### src/rtl/serial_mouse.sv
// ---------------------------------------------------------------------------
// serial_mouse
//   Device side of a Microsoft-compatible serial mouse. It accumulates motion
//   deltas and button states from the input front-end and sends 3-byte
//   packets at 7N1 towards the uart rx pin. When the host asserts RTS, the
//   mouse identifies itself with 'M' (0x4D) after ID_DELAY clocks. When the
//   host releases RTS, the mouse aborts any frame and powers down.
//
// Ports
//   clk        system clock
//   reset_n    asynchronous active-low reset
//   rts_n      host RTS (active-low), asynchronous, synchronised here
//   mv_strobe  one-cycle pulse; mv_dx/mv_dy/btn_* valid
//   mv_dx      signed X delta, +right
//   mv_dy      signed Y delta, +down
//   btn_l      left button pressed
//   btn_r      right button pressed
//   tx         serial data, idle high
//   busy       byte frame in progress
// ---------------------------------------------------------------------------
module serial_mouse #(
   parameter int BAUD_DIV = 11932,
   parameter int ID_DELAY = 107388
) (
   input  logic       clk,
   input  logic       reset_n,
   input  logic       rts_n,
   input  logic       mv_strobe,
   input  logic [8:0] mv_dx,
   input  logic [8:0] mv_dy,
   input  logic       btn_l,
   input  logic       btn_r,
   output logic       tx,
   output logic       busy
);

   localparam int BAUD_W = $clog2(BAUD_DIV + 1);
   localparam int ID_W   = $clog2(ID_DELAY + 1);
   localparam logic [BAUD_W-1:0] BAUD_LAST = BAUD_W'(BAUD_DIV - 1);
   localparam logic [ID_W-1:0]   ID_LAST   = ID_W'(ID_DELAY - 1);

   typedef enum logic [2:0] {
      S_OFF, S_ID_WAIT, S_ID_TX, S_IDLE, S_TX_B1, S_TX_B2, S_TX_B3
   } state_t;

   state_t             state, state_nx;
   logic               rts_meta, rts_s;
   logic [ID_W-1:0]    id_cnt;
   logic [BAUD_W-1:0]  baud_cnt;
   logic [3:0]         bit_cnt;
   logic [8:0]         shreg;       // {stop, data[6:0], start}, shifted out LSB first
   logic signed [9:0]  acc_x, acc_y;
   logic [1:0]         btn_lat;     // {L, R} from the last strobe
   logic [1:0]         btn_sent;    // {L, R} carried by the last packet
   logic [5:0]         x_lo, y_lo;  // low bits of the snapshot for bytes 2 and 3

   logic               byte_done, start_byte, snapshot, abort, pending;
   logic [6:0]         load_byte;
   logic [7:0]         snap_x, snap_y;
   logic signed [9:0]  base_x, base_y;

   // Clamp a 10-bit accumulator to the 8-bit packet range.
   function automatic logic [7:0] clamp8(input logic signed [9:0] a);
      if (a > 10'sd127)       return 8'h7F;
      else if (a < -10'sd128) return 8'h80;
      else                    return a[7:0];
   endfunction

   // Saturating add of a 9-bit delta into a 10-bit accumulator.
   function automatic logic signed [9:0] sat_add(input logic signed [9:0] a,
                                                 input logic signed [8:0] d);
      logic signed [10:0] s;
      s = {a[9], a} + {{2{d[8]}}, d};
      if (s > 11'sd511)       return 10'sd511;
      else if (s < -11'sd512) return -10'sd512;
      else                    return s[9:0];
   endfunction

   assign tx        = shreg[0];
   assign byte_done = busy && (baud_cnt == BAUD_LAST) && (bit_cnt == 4'd8);
   assign abort     = (state != S_OFF) && rts_s;
   assign pending   = (acc_x != 10'sd0) || (acc_y != 10'sd0) || (btn_lat != btn_sent);
   assign snap_x    = clamp8(acc_x);
   assign snap_y    = clamp8(acc_y);

   // Accumulator after the snapshot is removed; a coinciding strobe adds on top.
   assign base_x = snapshot ? acc_x - {{2{snap_x[7]}}, snap_x} : acc_x;
   assign base_y = snapshot ? acc_y - {{2{snap_y[7]}}, snap_y} : acc_y;

   // NOTE: every always_ff below uses non-blocking assignments so all flops
   // update together from values sampled at the same edge.
   always_ff @(posedge clk or negedge reset_n) begin
      if (!reset_n) begin
         rts_meta <= 1'b1;
         rts_s    <= 1'b1;
         state    <= S_OFF;
      end else begin
         rts_meta <= rts_n;
         rts_s    <= rts_meta;
         state    <= state_nx;
      end
   end

   // NOTE: all outputs of this block get a default first, so no path through
   // the case statement can leave one unassigned and infer a latch.
   always_comb begin
      state_nx   = state;
      start_byte = 1'b0;
      snapshot   = 1'b0;
      load_byte  = 7'h00;
      if (abort) begin
         state_nx = S_OFF;
      end else begin
         case (state)
            S_OFF:     if (!rts_s) state_nx = S_ID_WAIT;
            S_ID_WAIT: if (id_cnt == ID_LAST) begin
                          state_nx   = S_ID_TX;
                          start_byte = 1'b1;
                          load_byte  = 7'h4D;
                       end
            S_ID_TX:   if (byte_done) state_nx = S_IDLE;
            S_IDLE:    if (pending) begin
                          state_nx   = S_TX_B1;
                          start_byte = 1'b1;
                          snapshot   = 1'b1;
                          load_byte  = {1'b1, btn_lat, snap_y[7:6], snap_x[7:6]};
                       end
            S_TX_B1:   if (byte_done) begin
                          state_nx   = S_TX_B2;
                          start_byte = 1'b1;
                          load_byte  = {1'b0, x_lo};
                       end
            S_TX_B2:   if (byte_done) begin
                          state_nx   = S_TX_B3;
                          start_byte = 1'b1;
                          load_byte  = {1'b0, y_lo};
                       end
            S_TX_B3:   if (byte_done) state_nx = S_IDLE;
            default:   state_nx = S_OFF;
         endcase
      end
   end

   // Identification delay counter, running only while waiting.
   always_ff @(posedge clk or negedge reset_n) begin
      if (!reset_n)                           id_cnt <= '0;
      else if (state == S_ID_WAIT && !abort)  id_cnt <= id_cnt + ID_W'(1);
      else                                    id_cnt <= '0;
   end

   // Byte serialiser. A new byte loaded on the last stop-bit clock follows
   // the previous one with no idle gap.
   always_ff @(posedge clk or negedge reset_n) begin
      if (!reset_n) begin
         shreg    <= '1;
         baud_cnt <= '0;
         bit_cnt  <= '0;
         busy     <= 1'b0;
      end else if (abort || state == S_OFF) begin
         shreg    <= '1;
         baud_cnt <= '0;
         bit_cnt  <= '0;
         busy     <= 1'b0;
      end else if (start_byte) begin
         shreg    <= {1'b1, load_byte, 1'b0};
         baud_cnt <= '0;
         bit_cnt  <= '0;
         busy     <= 1'b1;
      end else if (busy) begin
         if (baud_cnt == BAUD_LAST) begin
            baud_cnt <= '0;
            if (bit_cnt == 4'd8) begin
               busy <= 1'b0;
            end else begin
               bit_cnt <= bit_cnt + 4'd1;
               shreg   <= {1'b1, shreg[8:1]};
            end
         end else begin
            baud_cnt <= baud_cnt + BAUD_W'(1);
         end
      end
   end

   // Motion accumulators and button tracking. Held clear while powered down
   // or waiting to identify, so nothing stale follows the 'M'.
   always_ff @(posedge clk or negedge reset_n) begin
      if (!reset_n) begin
         acc_x    <= '0;
         acc_y    <= '0;
         btn_lat  <= '0;
         btn_sent <= '0;
         x_lo     <= '0;
         y_lo     <= '0;
      end else if (abort || state == S_OFF || state == S_ID_WAIT) begin
         acc_x    <= '0;
         acc_y    <= '0;
         btn_lat  <= '0;
         btn_sent <= '0;
      end else begin
         acc_x <= mv_strobe ? sat_add(base_x, mv_dx) : base_x;
         acc_y <= mv_strobe ? sat_add(base_y, mv_dy) : base_y;
         if (mv_strobe) btn_lat <= {btn_l, btn_r};
         if (snapshot) begin
            btn_sent <= btn_lat;
            x_lo     <= snap_x[5:0];
            y_lo     <= snap_y[5:0];
         end
      end
   end

endmodule

### config.mk
export PLATFORM = sky130hd
export DESIGN_NAME = serial_mouse
export DESIGN_NICKNAME = d
export VERILOG_FILES = /design/src/rtl/serial_mouse.sv
export SDC_FILE = /design/constraint.sdc
export NUM_CORES = 1
export LEC_CHECK = 0
export ABC_AREA = 1
export CORE_AREA = 2 2 107 151
export DETAILED_ROUTE_END_ITERATION = 6
export DIE_AREA = 0 0 109 153
export GPL_TIMING_DRIVEN = 0
export SLEW_MARGIN = 10
export SYNTH_ARGS = -nofsm -noshare
export SYNTH_HDL_FRONTEND = slang
export SYNTH_SLANG_ARGS = --single-unit
### constraint.sdc
create_clock -name clk -period 5.2 [get_ports clk]
set_input_delay 0.52 -clock clk [delete_from_list [all_inputs] [get_ports clk]]
set_output_delay 0.52 -clock clk [all_outputs]
set_load 0.02 [all_outputs]
==> impl_metrics.yaml, run 1 <==
detailed_routing:
  drt_iter0_drc: 304
  via_per_inst: 5.11
  dr.pass1.iters: 4
  ant_nets: 0
  remaining_drc_errors: 0
  vias: 6437
  postRouteWirelength_um: 17200
  avgRoutedWirePerCell_um: 13.6
worst_hold_path:
  hp-class: "in -> async"
sta:
  setup_tns_ns: 0
  setup_violations: 0
  timing.fmax_ghz: 0.234
  hold_violations: 0
  slew_violations: 0
  rsz0062_at_grt: "no"
  finalCritPeriodShare: 0.821
  fin_crit_ns: 4.27
  worst_slack_ns: 0.930
  worst_pin_slew_ns: 0.611
  max_slew_margin: 0.593
  finalClockSkew_ns: 0.00978
placement:
  place_ws_ns: 0.998
  routabilityCongestion: 0.937
  dpl.hpwl_um: 13800
  port-buffer-count: 24
critical_path:
  cp_common_cell: "nand2_1"
  rr_worst_depth: 25
  timing.critical_path.from_type: "flop"
  r2r_start: "acc_x[9]$_DFF_PN0_"
  worst_path_largest_cell_delay_ns: 0.50
  reg2reg_to: "acc_x[6]$_DFF_PN0_"
  worst_setup_path_end_kind: "flop"
  cp_max_fo: 8
  crit_type: "reg -> reg"
  required_ns: 5.48
  rrSetupSlack_ns: 0.93
  arrival_ns: 4.55
  critPathSlowestCell: "dfrtp_1"
synthesis:
  ys_seq_area_frac: 0.315
  synth_seq_cells: 85
  synth_top_area_frac: 0.276
  yosys_warnings: 0
  synth_nets: 1091
  synth_edf_count: 0
  avgSynthCellArea_um2: 6.65
  synth_top_area_cell: "dfrtp_1"
  async_flop_share: 1.00
  synth_area_um2: 6800
  synth_top_flop_cell: "dfrtp_1"
  syn_inst: 1023
  synthTopCellsByArea: "dfrtp_1, nand2_1, ha_1"
  ys_types: 45
clock_tree:
  path_clk_slew_ns: 0.07
  cts_resized: 0
  cts_buffers: 9
  cts_buffer_depth: 2
  cts_tree: "built"
  worstSkewPairLatency_ns: 0.35
  cts-root-buf: "clkbuf_16"
  cts_sinks: 85
  cts_hold_buf: 0
  post_cts_buffers: 0
  cts_htree_levels: 3
cells_and_area:
  fin_nets: 1127
  antenna_cells: 0
  drive_gt1_frac: 0.0639
  area_growth_pct: 11.9
die:
  rows: 54
  die_x_um: 109
  core_area_um2: 15300
  die-area_um2: 16700
  io_pins: 26
  initial_utilization: 0.443
  die-height_um: 153
grt:
  grt_usage: 0.218
  grt_max_degree: 50
  grt_pass1_vias: 6379
  grt_overflow_total: 0
  grt_pass1_wl_um: 29100
  grt_antenna_before_repair: 0
pwr:
  leakage_uw: 0.00388
  power.density_nw_per_um2: 592
  vdd_drop_max_mv: 0.248
status:
  outcome: "finished clean"
run:
  maxCapViolCount: 0
[cells in the final DEF, fill, tap and decap left out, types with 5 or more instances in the layout]
cell type,instances
buf_4,5
nand2_1,316
dfrtp_1,75
dfstp_2,10
a21oi_1,58
a31oi_1,5
nor2_1,97
clkbuf_16,9
ha_1,40
o21ai_1,6
nand3_1,92
clkbuf_1,9
inv_1,132
xor2_1,18
clkdlybuf4s50_1,23
nand4_1,25
o21ai_0,52
nor3_1,18
[report_power, final]
group	internal [uW]	switching (uW)	total (uW)
logic	1010	1890	2900
registers	812	132	944
clock network	375	284	659
total	2200	2310	4510
[cell families (layout without fill, tap and decap cells)]
| group | after synthesis | in the layout | synth area share |
|---|---|---|---|
| and+or+nand+nor | 577 | 577 | 0.369 |
| buffers and inverters | 153 | 194 | 0.0885 |
| AOI/OAI and AO/OA | 142 | 142 | 0.114 |
| DFF | 85 | 85 | 0.315 |
| adders and majority gates | 44 | 44 | 0.0854 |
| xor gates and xnor gates | 22 | 22 | 0.0283 |
[final cells by class]
cell class	instances	area (um2)
tap	196	245
buffer	18	95.1
clock buffer	9	225
fill	1650	7730
clock inverter	7	73.8
timing repair buffer	25	265
sequential	85	2140
multi-input combinational	785	4060
inverter	135	507
[critical path: cells and delay by family (launching register included)]
family	cells	cell delay (ns)
AO/OA/AOI/OAI	6	1.36
AND/OR/NAND/NOR	12	1.15
adder cells (fa/ha/maj)	2	0.66
buffers and inverters	5	0.52
flip-flops	1	0.50
[how the worst max path moves through the flow]
stage | start | to | slack [ns] | depth (start not counted)
4_1_cts | acc_x[7]$_DFF_PN0_ | acc_x[6]$_DFF_PN0_ | 0.98 | 24
3_3_place_gp | reset_n | acc_x[2]$_DFF_PN0_ | 0.36 | 1
3_5_place_dp | acc_x[7]$_DFF_PN0_ | acc_x[6]$_DFF_PN0_ | 1.0 | 24
5_1_grt | acc_x[9]$_DFF_PN0_ | acc_x[1]$_DFF_PN0_ | 0.46 | 24
2_1_floorplan | acc_x[8]$_DFF_PN0_ | acc_x[5]$_DFF_PN0_ | 1.74 | 25
6_report | acc_x[9]$_DFF_PN0_ | acc_x[6]$_DFF_PN0_ | 0.93 | 25
[Yosys cell counts (3+ instances only)]
library cell	number
buf_2	4
o21ai_0	52
o21ai_1	6
nand2_2	4
xnor2_1	4
nor4_1	3
or2_2	4
a21o_1	3
nor2_1	97
dfrtp_1	75
fa_1	4
nand3_1	92
nor3_1	18
dfstp_2	10
clkbuf_1	9
inv_1	132
o22ai_1	3
a21oi_1	58
ha_1	40
nand4_1	25
o21ai_2	4
inv_2	3
buf_4	4
xor2_1	18
nor2_4	3
nand2_1	316
nor2_2	3
a31oi_1	5
[sequential cells by signal, indices dropped and copies added, names as in the netlist]
signal / count
rts_meta: 1
busy: 1
id_cnt: 17
shreg: 8
bit_cnt: 4
x_lo: 6
btn_sent: 2
acc_y: 10
acc_x: 10
rts_s: 1
state: 3
y_lo: 6
baud_cnt: 14
btn_lat: 2
[through the flow]
step / hold WS [ns] / area (um2) / util / cells / power (uW)
3_3_place_gp: 0.365 / 7290 / 0.475 / 1243 / 3840
4_1_cts: 0.146 / 7610 / 0.496 / 1260 / 4530
3_5_place_dp: 0.366 / 7310 / 0.477 / 1244 / 3850
6_report: 0.122 / 7610 / 0.496 / 1260 / 4510
2_1_floorplan: 0.224 / 6800 / - / 1023 / 3180
5_1_grt: 0.166 / 7610 / 0.496 / 1260 / 5030
[layer usage]
| metal | up-vias | GRT usage | part of all wire |
|---|---|---|---|
| li1 | 3395 | - | - |
| met1 | 2933 | 0.245 | 0.42 |
| met2 | 77 | 0.410 | 0.54 |
| met3 | 32 | 0.0260 | 0.018 |
| met4 | 0 | 0.0818 | 0.029 |
| met5 | - | 0 | 0 |
No activity file was read; power rests on OpenSTA's default activity.
==> run 2: changes to the inputs <==
Clock period 5.2 ns to 4.4 ns, I/O delays scaled along.
==> impl_metrics.yaml, run 2 (synthesized netlist as in run 1, its figures left out) <==
clock_tree:
  cts-root-buf: "clkbuf_16"
  cts_sinks: 85
  cts_buffers: 9
  worstSkewPairLatency_ns: 0.35
  cts_tree: "built"
  cts_buffer_depth: 2
  cts_htree_levels: 3
  path_clk_slew_ns: 0.07
cells_and_area:
  drive_gt1_frac: 0.0686
  fin_nets: 1127
  largest_register_ffs: 17
  final_cell_area_um2: 7640
  final_cells: 1260
  area_growth_pct: 12.3
  top_register: "id_cnt"
  final_cell_mix: "nand2_1, inv_1, nor2_1"
  top_regs: "id_cnt x17, baud_cnt x14"
  antenna_cells: 0
  mostFrequentLayoutCell: "nand2_1"
critical_path:
  arrival_ns: 4.26
  reg2reg_to: "acc_x[6]$_DFF_PN0_"
  required_ns: 4.64
  worst_setup_path_end_kind: "flop"
  rr_worst_depth: 24
  rrSetupSlack_ns: 0.38
  startpoint: "acc_x[7]$_DFF_PN0_"
  crit_type: "reg -> reg"
  r2r_start: "acc_x[7]$_DFF_PN0_"
  timing.critical_path.from_type: "flop"
  cp_max_fo: 7
  cp-endpoint: "acc_x[6]$_DFF_PN0_"
placement:
  place_ws_ns: 0.198
  place_area_um2: 7310
  dp.cells: 1244
  port-buffer-count: 24
  routabilityCongestion: 0.937
  dpl.hpwl_um: 13800
pwr:
  leakage_uw: 0.00388
  total_power_uw: 5360
  power.density_nw_per_um2: 701
  vdd_drop_max_mv: 0.293
sta:
  timing.fmax_ghz: 0.248
  worst_pin_slew_ns: 0.631
  fin_crit_ns: 4.02
  setup_violations: 0
  finalClockSkew_ns: 0.00976
  hold_violations: 0
  worst_slack_ns: 0.375
  max_slew_margin: 0.579
  fin_hold_ws_ns: 0.0415
  finalCritPeriodShare: 0.915
  slew_violations: 0
die:
  initial_utilization: 0.443
  core_area_um2: 15300
  rows: 54
  die-area_um2: 16700
  die-height_um: 153
  die_x_um: 109
  io_pins: 26
grt:
  grt_pass1_wl_um: 29100
  grt_overflow_total: 0
  grt_usage: 0.218
  grt_antenna_before_repair: 0
  grt_pass1_vias: 6379
  grt_max_degree: 50
detailed_routing:
  avgRoutedWirePerCell_um: 13.6
  via_per_inst: 5.13
  drt_iter0_drc: 294
  vias: 6461
  remaining_drc_errors: 0
  dr.pass1.iters: 5
  postRouteWirelength_um: 17200
  ant_nets: 0
worst_hold_path:
  hp-class: "in -> async"
run:
  maxCapViolCount: 0
status:
  outcome: "finished clean"
run 2: worst max-delay path: stages (launching register included):
cell,delay (ns)
dfrtp_1,0.50
nand2_1,0.14
nand2_1,0.16
inv_2,0.09
a21oi_1,0.22
inv_1,0.09
ha_1,0.27
a21oi_1,0.13
nand2_1,0.06
nand2_1,0.11
o21bai_1,0.13
or2_2,0.29
nand3_1,0.09
nand2_1,0.09
ha_1,0.31
a21oi_1,0.24
nand3_1,0.18
nand4_1,0.12
nand2_1,0.10
inv_1,0.07
nand2_1,0.16
inv_1,0.16
nor2_1,0.05
nor2_1,0.10
nor2_1,0.05
run 2: how the worst min path moves through the flow:
| stage | startpoint | endpoint | slack [ns] |
|---|---|---|---|
| CTS | reset_n | id_cnt[8]$_DFF_PN0_ | 0.07 |
| floorplan | reset_n | acc_x[0]$_DFF_PN0_ | 0.14 |
| global placement | rts_meta$_DFF_PN1_ | rts_s$_DFF_PN1_ | 0.37 |
| global route | reset_n | id_cnt[8]$_DFF_PN0_ | 0.09 |
| finish | reset_n | id_cnt[8]$_DFF_PN0_ | 0.04 |
| detailed placement | rts_meta$_DFF_PN1_ | rts_s$_DFF_PN1_ | 0.37 |
run 2: through the flow:
step / utilization / TNS (ns)
after CTS: 0.496 / 0
after global placement: 0.475 / -26.82
after detailed placement: 0.477 / 0
after floorplan: - / 0
final: 0.498 / 0
after global routing: 0.498 / -0.00239
run 2: layout make-up:
class / instances / area [um2]
fillers: 1645 / 7700
multi-input cells: 785 / 4090
flip-flops and latches: 85 / 2140
inverters: 135 / 507
repair buffers: 25 / 265
well taps: 196 / 245
clock buffers: 9 / 225
plain buffers: 18 / 95.1
clock inverters: 7 / 73.8
run 2: power by group:
part           switching [uW]  internal, uW
clock                     340           443
sequential                162           959
combinational            2250          1210
run 2: repair_timing:
action,CTS,global route
hold endpoints to repair,0,0
hold buffers,0,0
setup buffers,0,0
setup endpoints to repair,0,15
gates resized for setup,0,8
run 2: routing by layer:
| layer | vias up | wire (um) | GRT usage |
|---|---|---|---|
| met5 | - | 0 | 0 |
| met1 | 2939 | 7110 | 0.245 |
| met4 | 0 | 562 | 0.0818 |
| met2 | 91 | 9190 | 0.410 |
| li1 | 3394 | - | - |
| met3 | 37 | 330 | 0.0260 |
